===== config.mk =====
export PLATFORM = sky130hd
export DESIGN_NAME = alu_exec_unit
export DESIGN_NICKNAME = d
export VERILOG_FILES = /design/src/rtl/alu_pkg.sv /design/src/rtl/alu_core.sv /design/src/rtl/alu_exec_unit.sv
export SDC_FILE = /design/constraint.sdc
export NUM_CORES = 1
export LEC_CHECK = 0
export CORE_MARGIN = 4
export CORE_UTILIZATION = 32
export CTS_CLUSTER_DIAMETER = 30
export DETAILED_ROUTE_END_ITERATION = 8
export PLACE_DENSITY_LB_ADDON = 0.25
export RECOVER_POWER = 25
export SETUP_SLACK_MARGIN = 0.15
export SLEW_MARGIN = 20
export SYNTH_ARGS = -nofsm -noshare
export SYNTH_HDL_FRONTEND = slang
export SYNTH_SLANG_ARGS = --single-unit

===== constraint.sdc =====
create_clock -name clk -period 3.5 [get_ports clk]
set_clock_uncertainty 0.15 [all_clocks]
set_input_delay 0.525 -clock clk [delete_from_list [all_inputs] [get_ports clk]]
set_output_delay 0.525 -clock clk [all_outputs]
set_load 0.01 [all_outputs]

===== src/rtl/alu_pkg.sv =====
// Shared types for the ALU execution stage and the reservation station feeding it.
package alu_pkg;

    localparam int unsigned DATA_W = 3;
    localparam int unsigned ROB_W  = 2;
    localparam int unsigned OPC_W  = 3;
    localparam int unsigned CNT_W  = 3;

    typedef enum logic [OPC_W-1:0] {
        OP_ADD = 3'd0,
        OP_SUB = 3'd1,
        OP_AND = 3'd2,
        OP_OR  = 3'd3,
        OP_XOR = 3'd4,
        OP_SHL = 3'd5,
        OP_SHR = 3'd6,
        OP_MUL = 3'd7
    } alu_op_e;

    typedef enum logic [1:0] {
        IDLE = 2'd0,
        EXEC = 2'd1,
        WB   = 2'd2
    } exec_state_e;

    typedef struct packed {
        alu_op_e             opcode;
        logic [DATA_W-1:0]   val1;
        logic [DATA_W-1:0]   val2;
        logic [ROB_W-1:0]    rob_idx;
    } rs_issue_t;

endpackage


===== src/rtl/alu_core.sv =====
// Combinational ALU datapath: opcode and operands to a DATA_W-bit result.
module alu_core
    import alu_pkg::*;
(
    input  alu_op_e           opcode,
    input  logic [DATA_W-1:0] a,
    input  logic [DATA_W-1:0] b,
    output logic [DATA_W-1:0] result_c
);

    localparam int unsigned          PROD_W    = 2 * DATA_W;
    localparam logic [DATA_W-1:0]    SHAMT_LIM = DATA_W'(DATA_W);

    logic [PROD_W-1:0] prod;
    logic              shift_oob;

    assign prod      = PROD_W'(a) * PROD_W'(b);
    assign shift_oob = (b >= SHAMT_LIM);

    always_comb begin
        result_c = '0;
        case (opcode)
            OP_ADD: result_c = a + b;
            OP_SUB: result_c = a - b;
            OP_AND: result_c = a & b;
            OP_OR:  result_c = a | b;
            OP_XOR: result_c = a ^ b;
            OP_SHL: result_c = shift_oob ? '0 : (a << b);
            OP_SHR: result_c = shift_oob ? '0 : (a >> b);
            OP_MUL: result_c = prod[DATA_W-1:0];
            default: result_c = '0;
        endcase
    end

endmodule


===== src/rtl/alu_exec_unit.sv =====
// ALU execution stage: accepts one issued op, computes it (MUL is multi-cycle),
// then holds the result until the CDB arbiter grants the bus.
module alu_exec_unit
    import alu_pkg::*;
#(
    parameter int unsigned MUL_LAT = 3
) (
    input  logic              clk,
    input  logic              rst_n,
    input  logic              issue_valid,
    input  logic [OPC_W-1:0]  issue_opcode,
    input  logic [DATA_W-1:0] issue_val1,
    input  logic [DATA_W-1:0] issue_val2,
    input  logic [ROB_W-1:0]  issue_rob_idx,
    input  logic              flush,
    input  logic              cdb_grant,
    output logic              alu_busy,
    output logic              cdb_req,
    output logic              cdb_en,
    output logic [ROB_W-1:0]  cdb_rob_idx,
    output logic [DATA_W-1:0] cdb_val
);

    localparam logic [CNT_W-1:0] MUL_CNT_INIT = CNT_W'(MUL_LAT - 2);

    exec_state_e       state_q, state_d;
    logic [CNT_W-1:0]  cnt_q, cnt_d;
    rs_issue_t         pkt_q, pkt_d;
    logic [DATA_W-1:0] res_q, res_d;
    logic              busy_q;

    rs_issue_t         issue_pkt;
    rs_issue_t         core_src;
    logic [DATA_W-1:0] core_res;

    assign issue_pkt = '{
        opcode:  alu_op_e'(issue_opcode),
        val1:    issue_val1,
        val2:    issue_val2,
        rob_idx: issue_rob_idx
    };

    // In IDLE the core sees the live issue bus; otherwise the captured op.
    assign core_src = (state_q == IDLE) ? issue_pkt : pkt_q;

    alu_core u_alu_core (
        .opcode   (core_src.opcode),
        .a        (core_src.val1),
        .b        (core_src.val2),
        .result_c (core_res)
    );

    // Next-state and datapath-register update.
    always_comb begin
        state_d = state_q;
        cnt_d   = cnt_q;
        pkt_d   = pkt_q;
        res_d   = res_q;

        if (flush) begin
            state_d = IDLE;
        end else begin
            case (state_q)
                IDLE: begin
                    if (issue_valid) begin
                        pkt_d = issue_pkt;
                        if (issue_pkt.opcode == OP_MUL) begin
                            cnt_d   = MUL_CNT_INIT;
                            state_d = EXEC;
                        end else begin
                            res_d   = core_res;
                            state_d = WB;
                        end
                    end
                end
                EXEC: begin
                    if (cnt_q == '0) begin
                        res_d   = core_res;
                        state_d = WB;
                    end else begin
                        cnt_d = cnt_q - CNT_W'(1);
                    end
                end
                WB: begin
                    if (cdb_grant) begin
                        state_d = IDLE;
                    end
                end
                default: state_d = IDLE;
            endcase
        end
    end

    always_ff @(posedge clk or negedge rst_n) begin
        if (!rst_n) begin
            state_q <= IDLE;
            cnt_q   <= '0;
            pkt_q   <= '0;
            res_q   <= '0;
            busy_q  <= 1'b0;
        end else begin
            state_q <= state_d;
            cnt_q   <= cnt_d;
            pkt_q   <= pkt_d;
            res_q   <= res_d;
            busy_q  <= (state_d != IDLE);
        end
    end

    // Busy comes straight from a flop so the station's ready path has no loop.
    assign alu_busy    = busy_q;
    assign cdb_req     = (state_q == WB) && !flush;
    assign cdb_en      = cdb_req && cdb_grant;
    assign cdb_rob_idx = cdb_req ? pkt_q.rob_idx : '0;
    assign cdb_val     = cdb_req ? res_q : '0;

endmodule


; Yosys cells after proc, flatten, opt, wreduce, memory -nomap -nowiden
; Index checks and enable logic that the tools add are counted.
[op_classes]
n_eq_ne = 15
n_lt_le_gt_ge = 1
multipliers = 1
n_reduce_logical = 11
bitwise = 4
addsub = 3
mux = 20
n_shift = 2
[ops]
columns = op, count
row1 = 3-bit 2-to-1 mux, 9
row2 = 3-bit one-hot mux with 8 select lines, 1
row3 = "3-bit equality test, second input constant", 5
row4 = 2-bit 2-to-1 mux, 6
row5 = 3-bit one-hot mux with 2 select lines, 2
row6 = 11-bit 2-to-1 mux, 1
row7 = 5-bit AND reduction, 2
row8 = "2-bit != test, second input constant", 4
row9 = "3-bit by 2-bit equality test with 1-bit output, second input constant", 2
row10 = 3-bit zero test, 2
row11 = 2-bit one-hot mux with 3 select lines, 1
row12 = 2-bit nonzero test, 2
row13 = 3-bit adder, 1
row14 = 3-bit AND, 1
row15 = "3-bit by 1-bit equality test with 1-bit output, second input constant", 1
row16 = "3-bit by 2-bit >= comparator with 1-bit output, second input constant", 1
row17 = 3-bit by 3-bit multiplier with 3-bit output, 1
row18 = 3-bit bitwise OR, 1
row19 = 3-bit AND reduction, 1
row20 = 3-bit by 3-bit left shift with 3-bit output, 1
row21 = 3-bit by 3-bit right shift with 3-bit output, 1
row22 = "3-bit by 1-bit subtractor with 3-bit output, second input constant", 1
row23 = 3-bit subtractor, 1
row24 = 3-bit bitwise XOR, 1
row25 = 7 further kinds, 8
[totals]
ff_bits = 20
out_inout_bits = 8
wordCells = 65

; Longest topological paths before layout
; Gate-level depths: netlist of run 1.
[depth]
ltp_word = 8
mapped_depth = 11

; Modules after synthesis
; A second synthesis of run 1 with hierarchy kept.
[hier_totals]
hier_cells = 181
hier_area_um2 = 1615.3
[by_module_without_submodules]
columns = mod, cells_each, n_inst, area_each_um2
row1 = alu_exec_unit, 102, 1, 1019.7
row2 = alu_core, 79, 1, 595.6

; Worst setup path before layout of run 1
; No wires, ideal clock.
[synth_timing]
kind = register to register
from = register state_q[0]
to = register res_q[2]
stages_incl_launch_ff = 12
setup_slack_ns = 0.772
setup_time_ns = 0.082
t_arrival_ns = 2.496
required_ns = 3.268
path_cell_list = dfrtp_1 nor2_2 buf_4 mux2i_1 inv_1 o21ai_1 xor2_1 fa_1 xor2_2 xnor2_1 o2bb2ai_1 a31oi_1
[synth_via]
elab_chain_cells = 8
word_cells_on_any_way = 32
[synth_rtl]
columns = element, line
row1 = start: declaration, alu_exec_unit.sv:26  ; exec_state_e state_q, state_d;
row2 = start signal: assignment, alu_exec_unit.sv:102  ; state_q <= state_d;
row3 = branches (longest 8 deep; another with 3-bit by 3-bit multiplier with 3-bit output), n/a
row4 = end signal: assignment, alu_exec_unit.sv:105  ; res_q <= res_d;
row5 = end: declaration, alu_exec_unit.sv:29  ; logic [DATA_W-1:0] res_q, res_d;
; Several ways; the timed one is not identified. The select of a mux whose other input is x is not followed.
; A chain may end at the register's enable or synchronous reset.

; Worst setup path in the final report of run 1
; Ends and elaborated chain as after synthesis.

==> results.cfg, run 1 <==
[outcome]
status = complete, no violations

[detailed_routing]
wl_um = 4210
vias = 1415
ant_nets = 0
dr.first_iter.drc_count = 128
remaining_drc_errors = 0
wire_per_inst_um = 15.4
vias_per_cell = 5.18
firstDrtPassIters = 4

[sta]
max_slew_margin = 0.258
setup_violations = 0
tightestPinTransition_ns = 1.11
period_needed_ns = 2.95
rsz0062_at_grt = no
fin_crit_sh = 0.843
setup_tns_ns = 0
hold_viol = 0
maxSlewViolCount = 0
max_freq_mhz = 339

[synthesis]
synth-compound-area-share = 0.171
yosysTopAreaCell = dfrtp_1
synthFlopType = dfrtp_1
synth.cell_area_um2 = 1650
ys_types = 48
synth-simple-area-share = 0.177
syn_nets = 203
synthMuxAreaShare = 0.174
async_reset_ff_frac = 1.00
synthCells = 178
synth_xor_area_frac = 0.0523
synth_top_family_by_area = simple AND/OR/NAND/NOR gates
synth_top_cell_area_share = 0.303
avgSynthCellArea_um2 = 9.27
synth_edf_count = 0
synth_fa_ha_area_frac = 0.0788
ys_top_cells_by_area = dfrtp_1, mux2_2, ha_1
synth_seq_area_share = 0.303
ys_seq_elements = 20
ys_warn_count = 0

[clock_tree]
cts_resized = 0
cts-root-buf = clkbuf_8
cts_max_path_buffers = 2
cts_sinks = 20
postCtsSetupRepairBufs = 0
path_clk_slew_ns = 0.08
htree_levels = 1
numCtsBuffers = 3
cts_tree = done
clkLatencyLatePin_ns = 0.26
cts_hold_buffers = 0

[layout]
fin_area_um2 = 2020
layout-drive-gt1-share = 0.146
antenna_cells = 0
nets = 232
final_cell_mix = clkdlybuf4s50_1, dfrtp_1, nand2_1, mux2_2, nor2_1
syn_to_final_growth_pct = 22.4
mostFrequentLayoutCell = clkdlybuf4s50_1

[setup_path]
cp_cell_sequence = buf_4 > or2_1 > mux2i_2 > xor2_1 > fa_1 > xor2_2 > xnor2_1 > o2bb2ai_1 > a31oi_1
slowest_stage = mux2i_2
path_buf_inv = 1
crit_family = multiplexers
startpoint_type = register
cp.required_ns = 3.53
arrival_ns = 2.99
end_kind = register
path_class = reg -> reg
slowest_delay_ns = 0.48
crit_path_max_fanout = 15

[placed_design]
dpl-instance-area_um2 = 1970
gp_congestion = 0.867
dp_hpwl_um = 3350
port_buffers = 23

[grt]
grtUsageTotal = 0.144
grt_remaining_overflow = 0
grt_pass1_vias = 1380
grt_antenna_before_repair = 0
grt_max_degree = 21
grt_pass1_wl_um = 7120

[power_and_ir_drop]
vdd_drop_max_uv = 237
leakage_nw = 0.834
power.density_nw_per_um2 = 419

[min_path]
hold_class = in -> async

[floorplan]
die_h_um = 79.8
dieArea_um2 = 6370
start_util = 0.340
coreArea_um2 = 4850
row_count = 25
ioPinCount = 24
die_x_um = 79.8

[job]
maxCapViolCount = 0
## logic make-up (layout without fill, tap and decap cells)
kind of cell,Yosys count,in the layout
flip-flops,20,20
multiplexers,25,25
XOR/XNOR,9,9
adder cells (fa/ha/maj),10,10
buffers and inverters,13,41
AO/OA/AOI/OAI,44,44
AND/OR/NAND/NOR,57,57
## report_power, final
part / leakage (nW) / internal, mW / total [mW] / switching, mW
clock: 0.0288 / 0.100 / 0.177 / 0.0770
combinational: 0.565 / 0.162 / 0.338 / 0.176
sequential: 0.241 / 0.285 / 0.332 / 0.0473
total: 0.834 / 0.547 / 0.847 / 0.300
## synthesized netlist by cell type, drive strengths merged, types with 2 or more instances
master,n
clkbuf,3
a21oi,7
or3,2
a31oi,6
a211oi,2
and2,7
nor3,3
buf,3
nand3,3
nand2b,3
o21ai,12
nor2,13
o311ai,2
dfrtp,20
inv,7
mux2,13
ha,8
nand2,15
mux2i,12
xnor2,4
nor3b,2
o22ai,2
o211ai,6
xor2,5
or2,2
o31ai,2
## sequential cells by signal (all words and copies together) (netlist names)
| register | flops |
|---|---|
| alu_busy | 1 |
| cnt_q | 3 |
| pkt_q | 11 |
| res_q | 3 |
| state_q | 2 |
## stage by stage
stage / utilization / std cells / power, mW / worst slack (ns) / hold WS, ns
3_3_place_gp: 0.407 / 269 / 0.675 / 0.420 / 0.305
4_1_cts: 0.418 / 273 / 0.861 / 0.550 / 0.324
2_1_floorplan: - / 178 / 0.571 / 0.772 / 0.0794
5_1_grt: 0.417 / 273 / 0.922 / 0.358 / 0.359
6_report: 0.417 / 273 / 0.847 / 0.548 / 0.304
3_5_place_dp: 0.407 / 269 / 0.678 / 0.339 / 0.317
## path summary, 6_finish.rpt
path	from	end	slack, ns	depth (start not counted)
worst max-delay path	state_q[0]$_DFF_PN0_	res_q[2]$_DFFE_PN0P_	0.55	9
worst min register to register	cnt_q[0]$_DFFE_PN0P_	cnt_q[0]$_DFFE_PN0P_	0.32	1
max in group asynchronous	rst_n	pkt_q[2]$_DFFE_PN0P_	2.23	1
min in group clk	cnt_q[0]$_DFFE_PN0P_	cnt_q[0]$_DFFE_PN0P_	0.32	1
worst max register to register	state_q[0]$_DFF_PN0_	res_q[2]$_DFFE_PN0P_	0.55	9
worst min-delay path	rst_n	pkt_q[1]$_DFFE_PN0P_	0.30	1
## layout make-up
type                    count  area (um^2)
fillers                   507         2830
multi-input cells         145         1080
flip-flops and latches     20          500
repair buffers             30          277
well taps                  67         83.8
clock buffers               4         55.1
inverters                   7         26.3
## metal layers
metal  up-vias  routed length (um)  track usage
met2        34                1990        0.230
li1        706                   -            -
met5         -                   0            0
met4         0                  29       0.0304
met1       670                2030        0.203
met3         5                 165       0.0282
No activity file was read; power rests on OpenSTA's default activity.
==> inputs of run 2 (changes only) <==
==> constraint.sdc (replaced) <==
create_clock -name clk -period 2.8 [get_ports clk]
set_clock_uncertainty 0.15 [all_clocks]
set_input_delay 0.42 -clock clk [delete_from_list [all_inputs] [get_ports clk]]
set_output_delay 0.42 -clock clk [all_outputs]
set_load 0.01 [all_outputs]
==> results.cfg, run 2 (synthesis gave the netlist of run 1 again) <==
[sta]
setup_tns_ns = 0
fin_hold_ws_ns = 0.317
max_freq_mhz = 387
tightestPinTransition_ns = 1.15
rsz0062_at_grt = yes
hold_viol = 0
period_needed_ns = 2.58
finalWorstSetupSlack_ns = 0.217
setup_violations = 0
maxSlewViolCount = 0
max_slew_margin = 0.236
fin_crit_sh = 0.922

[floorplan]
row_count = 25
die_h_um = 79.8
start_util = 0.340
ioPinCount = 24
dieArea_um2 = 6370
die_x_um = 79.8
coreArea_um2 = 4850

[layout]
nets = 249
antenna_cells = 0
final_cell_mix = clkdlybuf4s50_1, buf_4, dfrtp_1, nand2_1, mux2_2
nFillCells = 486
utilization = 0.457
largest_reg_flops = 11
layout.cells.non_filler = 290
largest_register = pkt_q
fin_area_um2 = 2220
syn_to_final_growth_pct = 34.3
layout-drive-gt1-share = 0.229
reg_top3 = pkt_q: 11 flops, cnt_q: 3 flops, res_q: 3 flops

[clock_tree]
clkLatencyLatePin_ns = 0.27
numCtsBuffers = 3
cts_sinks = 20
cts_hold_buffers = 0
htree_levels = 1
cts_max_path_buffers = 2
cts-root-buf = clkbuf_8
cts_tree = done
path_clk_slew_ns = 0.08

[grt]
grt_antenna_before_repair = 0
grt_pass1_wl_um = 7160
grtUsageTotal = 0.142
grt_max_degree = 21
grt_pass1_vias = 1455
grt_remaining_overflow = 0

[setup_path]
cp.required_ns = 2.23
arrival_ns = 2.01
cp_num_cells = 5
slowest_delay_ns = 0.54
startpoint_type = primary input
slowest_stage = clkdlybuf4s50_1
path_buf_inv = 3
path_class = in -> out
r2r_cells = 9
cpMostUsedCell = clkdlybuf4s50_1
end_kind = output port
cp_cell_sequence = clkdlybuf4s50_1 > nor3b_1 > buf_4 > and2_1 > clkdlybuf4s50_1
crit_path_max_fanout = 7
crit_family = buffers and inverters

[power_and_ir_drop]
finalPower_mw = 1.19
vdd_drop_max_uv = 336
leakage_nw = 0.920
power.density_nw_per_um2 = 536

[detailed_routing]
vias_per_cell = 5.12
dr.first_iter.drc_count = 100
ant_nets = 0
firstDrtPassIters = 4
wl_um = 4370
vias = 1486
wire_per_inst_um = 15.1
remaining_drc_errors = 0

[placed_design]
dp.cells = 283
port_buffers = 23
gp_congestion = 0.910
dp_slack_ns = 0.0706
dpl-instance-area_um2 = 2110
dp_hpwl_um = 3520

[outcome]
status = complete, no violations

[job]
maxCapViolCount = 0

[min_path]
worstHoldPathCells = 1
hold_class = reg -> reg
==> run 2: cell count changes in the layout (fill, tap and decap cells not counted), sizes merged <==
cell	delta
bufinv	+1
buf	+16
clkbuf	-1
dlygate4sd3	+1
==> run 2: worst register-to-register path: cells and delay by family, from the launching register on <==
family / cells / cell delay [ns]
multiplexers: 1 / 0.29
XOR/XNOR: 2 / 0.32
buffers and inverters: 1 / 0.10
adder cells (fa/ha/maj): 2 / 0.61
flip-flops: 1 / 0.46
AND/OR/NAND/NOR: 1 / 0.29
AO/OA/AOI/OAI: 2 / 0.28
==> run 2: repair_timing <==
item / 4_1_cts / 5_1_grt
endpoints found under the hold margin: 0 / 0
buffers inserted: 3 / 0
endpoints found under the setup margin: 1 / 8
pin swaps: 1 / 0
cloned: 0 / 0
gates resized for setup: 0 / 3
==> run 2: final timing paths <==
kind                                         to                 start  slack [ns]
setup / recovery                 cdb_rob_idx[0]                 flush        0.22
hold / removal             cnt_q[0]$_DFFE_PN0P_  cnt_q[0]$_DFFE_PN0P_        0.32
setup reg to reg           res_q[2]$_DFFE_PN0P_  state_q[0]$_DFF_PN0_        0.23
hold reg to reg            cnt_q[0]$_DFFE_PN0P_  cnt_q[0]$_DFFE_PN0P_        0.32
max in group asynchronous  state_q[0]$_DFF_PN0_                 rst_n        1.01
min in group asynchronous  cnt_q[0]$_DFFE_PN0P_                 rst_n        0.73
==> run 2: final cells by class <==
cell class	instances	area [um^2]	share of cell area
sequential	20	502	0.226
timing repair buffer	47	419	0.189
clock inverter	1	30.0	0.0135
multi-input combinational	145	1110	0.503
inverter	7	26.3	0.0119
tap	67	83.8	0.0378
clock buffer	3	41.3	0.0186
==> run 2: power by group <==
| part | switching (mW) | leakage (nW) | internal [mW] | total [mW] |
|---|---|---|---|---|
| Sequential | 0.0647 | 0.239 | 0.356 | 0.421 |
| Combinational | 0.230 | 0.645 | 0.240 | 0.470 |
| Clock | 0.106 | 0.0357 | 0.191 | 0.298 |
| Total | 0.401 | 0.920 | 0.787 | 1.19 |
==> run 2: metal layers <==
layer	part of all wire	GRT usage	vias up
li1	-	-	736
met4	0.0062	0.0236	0
met3	0.048	0.0282	4
met2	0.47	0.240	34
met1	0.47	0.190	712
met5	0	0	-
==> inputs of run 3 (changes only) <==
--- a/config.mk
+++ b/config.mk
@@ -5,8 +5,8 @@
 export SDC_FILE = /design/constraint.sdc
 export NUM_CORES = 1
 export LEC_CHECK = 0
-export CORE_MARGIN = 4
-export CORE_UTILIZATION = 32
+export CORE_MARGIN = 8
+export CORE_UTILIZATION = 53
 export CTS_CLUSTER_DIAMETER = 30
 export DETAILED_ROUTE_END_ITERATION = 8
 export PLACE_DENSITY_LB_ADDON = 0.25
==> results.cfg, run 3 (synthesis gave the netlist of run 1 again) <==
[outcome]
status = complete, no violations

[setup_path]
crit_path_max_fanout = 8
arrival_ns = 1.97
path_class = reg -> out
slowest_stage = clkdlybuf4s50_1
r2r_slack_ns = 0.28
r2r-start = state_q[0]$_DFF_PN0_
end_kind = output port
r2r_cells = 9
cp_num_cells = 5
crit_family = buffers and inverters
cpMostUsedCell = buf_4
startpoint_type = register
timing.rr.end = res_q[2]$_DFFE_PN0P_
cp.required_ns = 2.23
slowest_delay_ns = 0.56
cp_cell_sequence = buf_4 > nor3b_1 > buf_4 > and2_1 > clkdlybuf4s50_1
path_buf_inv = 3

[layout]
largest_register = pkt_q
reg_top3 = pkt_q: 11 flops, cnt_q: 3 flops, res_q: 3 flops
largest_reg_flops = 11
layout-drive-gt1-share = 0.249
nets = 251
syn_to_final_growth_pct = 32.0
antenna_cells = 0
final_cell_mix = buf_4, clkdlybuf4s50_1, dfrtp_1, nand2_1, mux2_2
mostFrequentLayoutCell = buf_4

[power_and_ir_drop]
vdd_drop_max_uv = 437
leakage_nw = 0.922
swShare = 0.346
power.density_nw_per_um2 = 525
combPwrFrac = 0.426
seqPwrFrac = 0.368
internal-power_mw = 0.747
clkPwrFrac = 0.206
p_sw_mw = 0.396

[placed_design]
port_buffers = 23
gp_congestion = 0.950
dp_hpwl_um = 3560

[job]
maxCapViolCount = 0

[sta]
rsz0062_at_grt = no
period_needed_ns = 2.54
hold_viol = 0
max_freq_mhz = 394
tightestPinTransition_ns = 1.11
maxSlewViolCount = 0
setup_violations = 0
fin_crit_sh = 0.908
max_slew_margin = 0.260
setup_tns_ns = 0
fin_hold_ws_ns = 0.328

[detailed_routing]
firstDrtPassIters = 5
remaining_drc_errors = 0
ant_nets = 0
vias = 1548
vias_per_cell = 6.00
wire_per_inst_um = 17.3
dr.first_iter.drc_count = 144
wl_um = 4480

[min_path]
hold_class = reg -> reg
worstHoldPathCells = 1
hp-start = cnt_q[0]$_DFFE_PN0P_
holdPathEnd = cnt_q[0]$_DFFE_PN0P_

[floorplan]
die_x_um = 71.8
coreArea_um2 = 3000
dieArea_um2 = 5160
ioPinCount = 24
row_count = 20
die_h_um = 71.8
start_util = 0.550

[grt]
grt_max_degree = 21
grt_remaining_overflow = 0
grt_pass1_vias = 1609
grt_pass1_wl_um = 7560
grt_antenna_before_repair = 0
grtUsageTotal = 0.182

[clock_tree]
clkLatencyLatePin_ns = 0.31
cts_hold_buffers = 0
path_clk_slew_ns = 0.11
cts-root-buf = clkbuf_4
numCtsBuffers = 3
cts_max_path_buffers = 2
cts_sinks = 20
cts_tree = done
htree_levels = 1
[run 3: cell count changes in the layout (fill, tap and decap cells not counted)]
cell and delta:
dfrtp_1 -1, fa_2 +1, o21ai_2 +1, clkbuf_4 +3, dfrtp_2 +1, fa_1 -1
clkbuf_8 -3, buf_4 +2, o21ai_1 -1
[run 3: timing repair]
action,4_1_cts,5_1_grt
endpoints found under the setup margin,1,2
pin swaps,1,0
resized for setup,1,5
buffers inserted,3,0
[run 3: cell type report]
class | count | area, um^2
multi-input combinational | 145 | 1120
fill | 232 | 825
sequential | 20 | 503
timing repair buffer | 49 | 434
tap | 33 | 41.3
clock inverter | 1 | 30.0
inverter | 7 | 26.3
clock buffer | 3 | 22.5
[run 3: worst max path at each step]
stage	start	end	slack [ns]
final	state_q[0]$_DFF_PN0_	cdb_rob_idx[0]	0.26
after detailed placement	issue_val2[0]	res_q[2]$_DFFE_PN0P_	0.12
after CTS	state_q[0]$_DFF_PN0_	res_q[2]$_DFFE_PN0P_	0.22
after floorplan	state_q[0]$_DFF_PN0_	res_q[2]$_DFFE_PN0P_	0.18
after global placement	issue_val2[0]	res_q[2]$_DFFE_PN0P_	0.16
after global routing	state_q[1]$_DFF_PN0_	res_q[2]$_DFFE_PN0P_	0.15
[run 3: metrics by stage]
step	utilization	worst slack [ns]	power (mW)	instance area [um^2]	cells
after floorplan	-	0.185	0.727	1680	178
after global placement	0.693	0.157	0.871	2080	251
after detailed placement	0.693	0.121	0.892	2080	251
after CTS	0.723	0.216	1.14	2170	258
after global routing	0.725	0.153	1.22	2180	258
final	0.725	0.259	1.14	2180	258
[run 3: per-layer routing]
layer  up-vias  wire length (um)  GRT usage
li1        745                 -          -
met1       763              1930      0.225
met2        34              2320      0.313
met3         6               170     0.0391
met4         0                48     0.0408
met5         -                 0          0
[run 3: power groups by stage]
stage	combinational (mW)	clock, mW	sequential (mW)
after detailed placement	0.467	0	0.425
after global routing	0.535	0.257	0.432
after global placement	0.449	0	0.422
after floorplan	0.319	0	0.407
after CTS	0.481	0.243	0.420
final	0.487	0.235	0.420
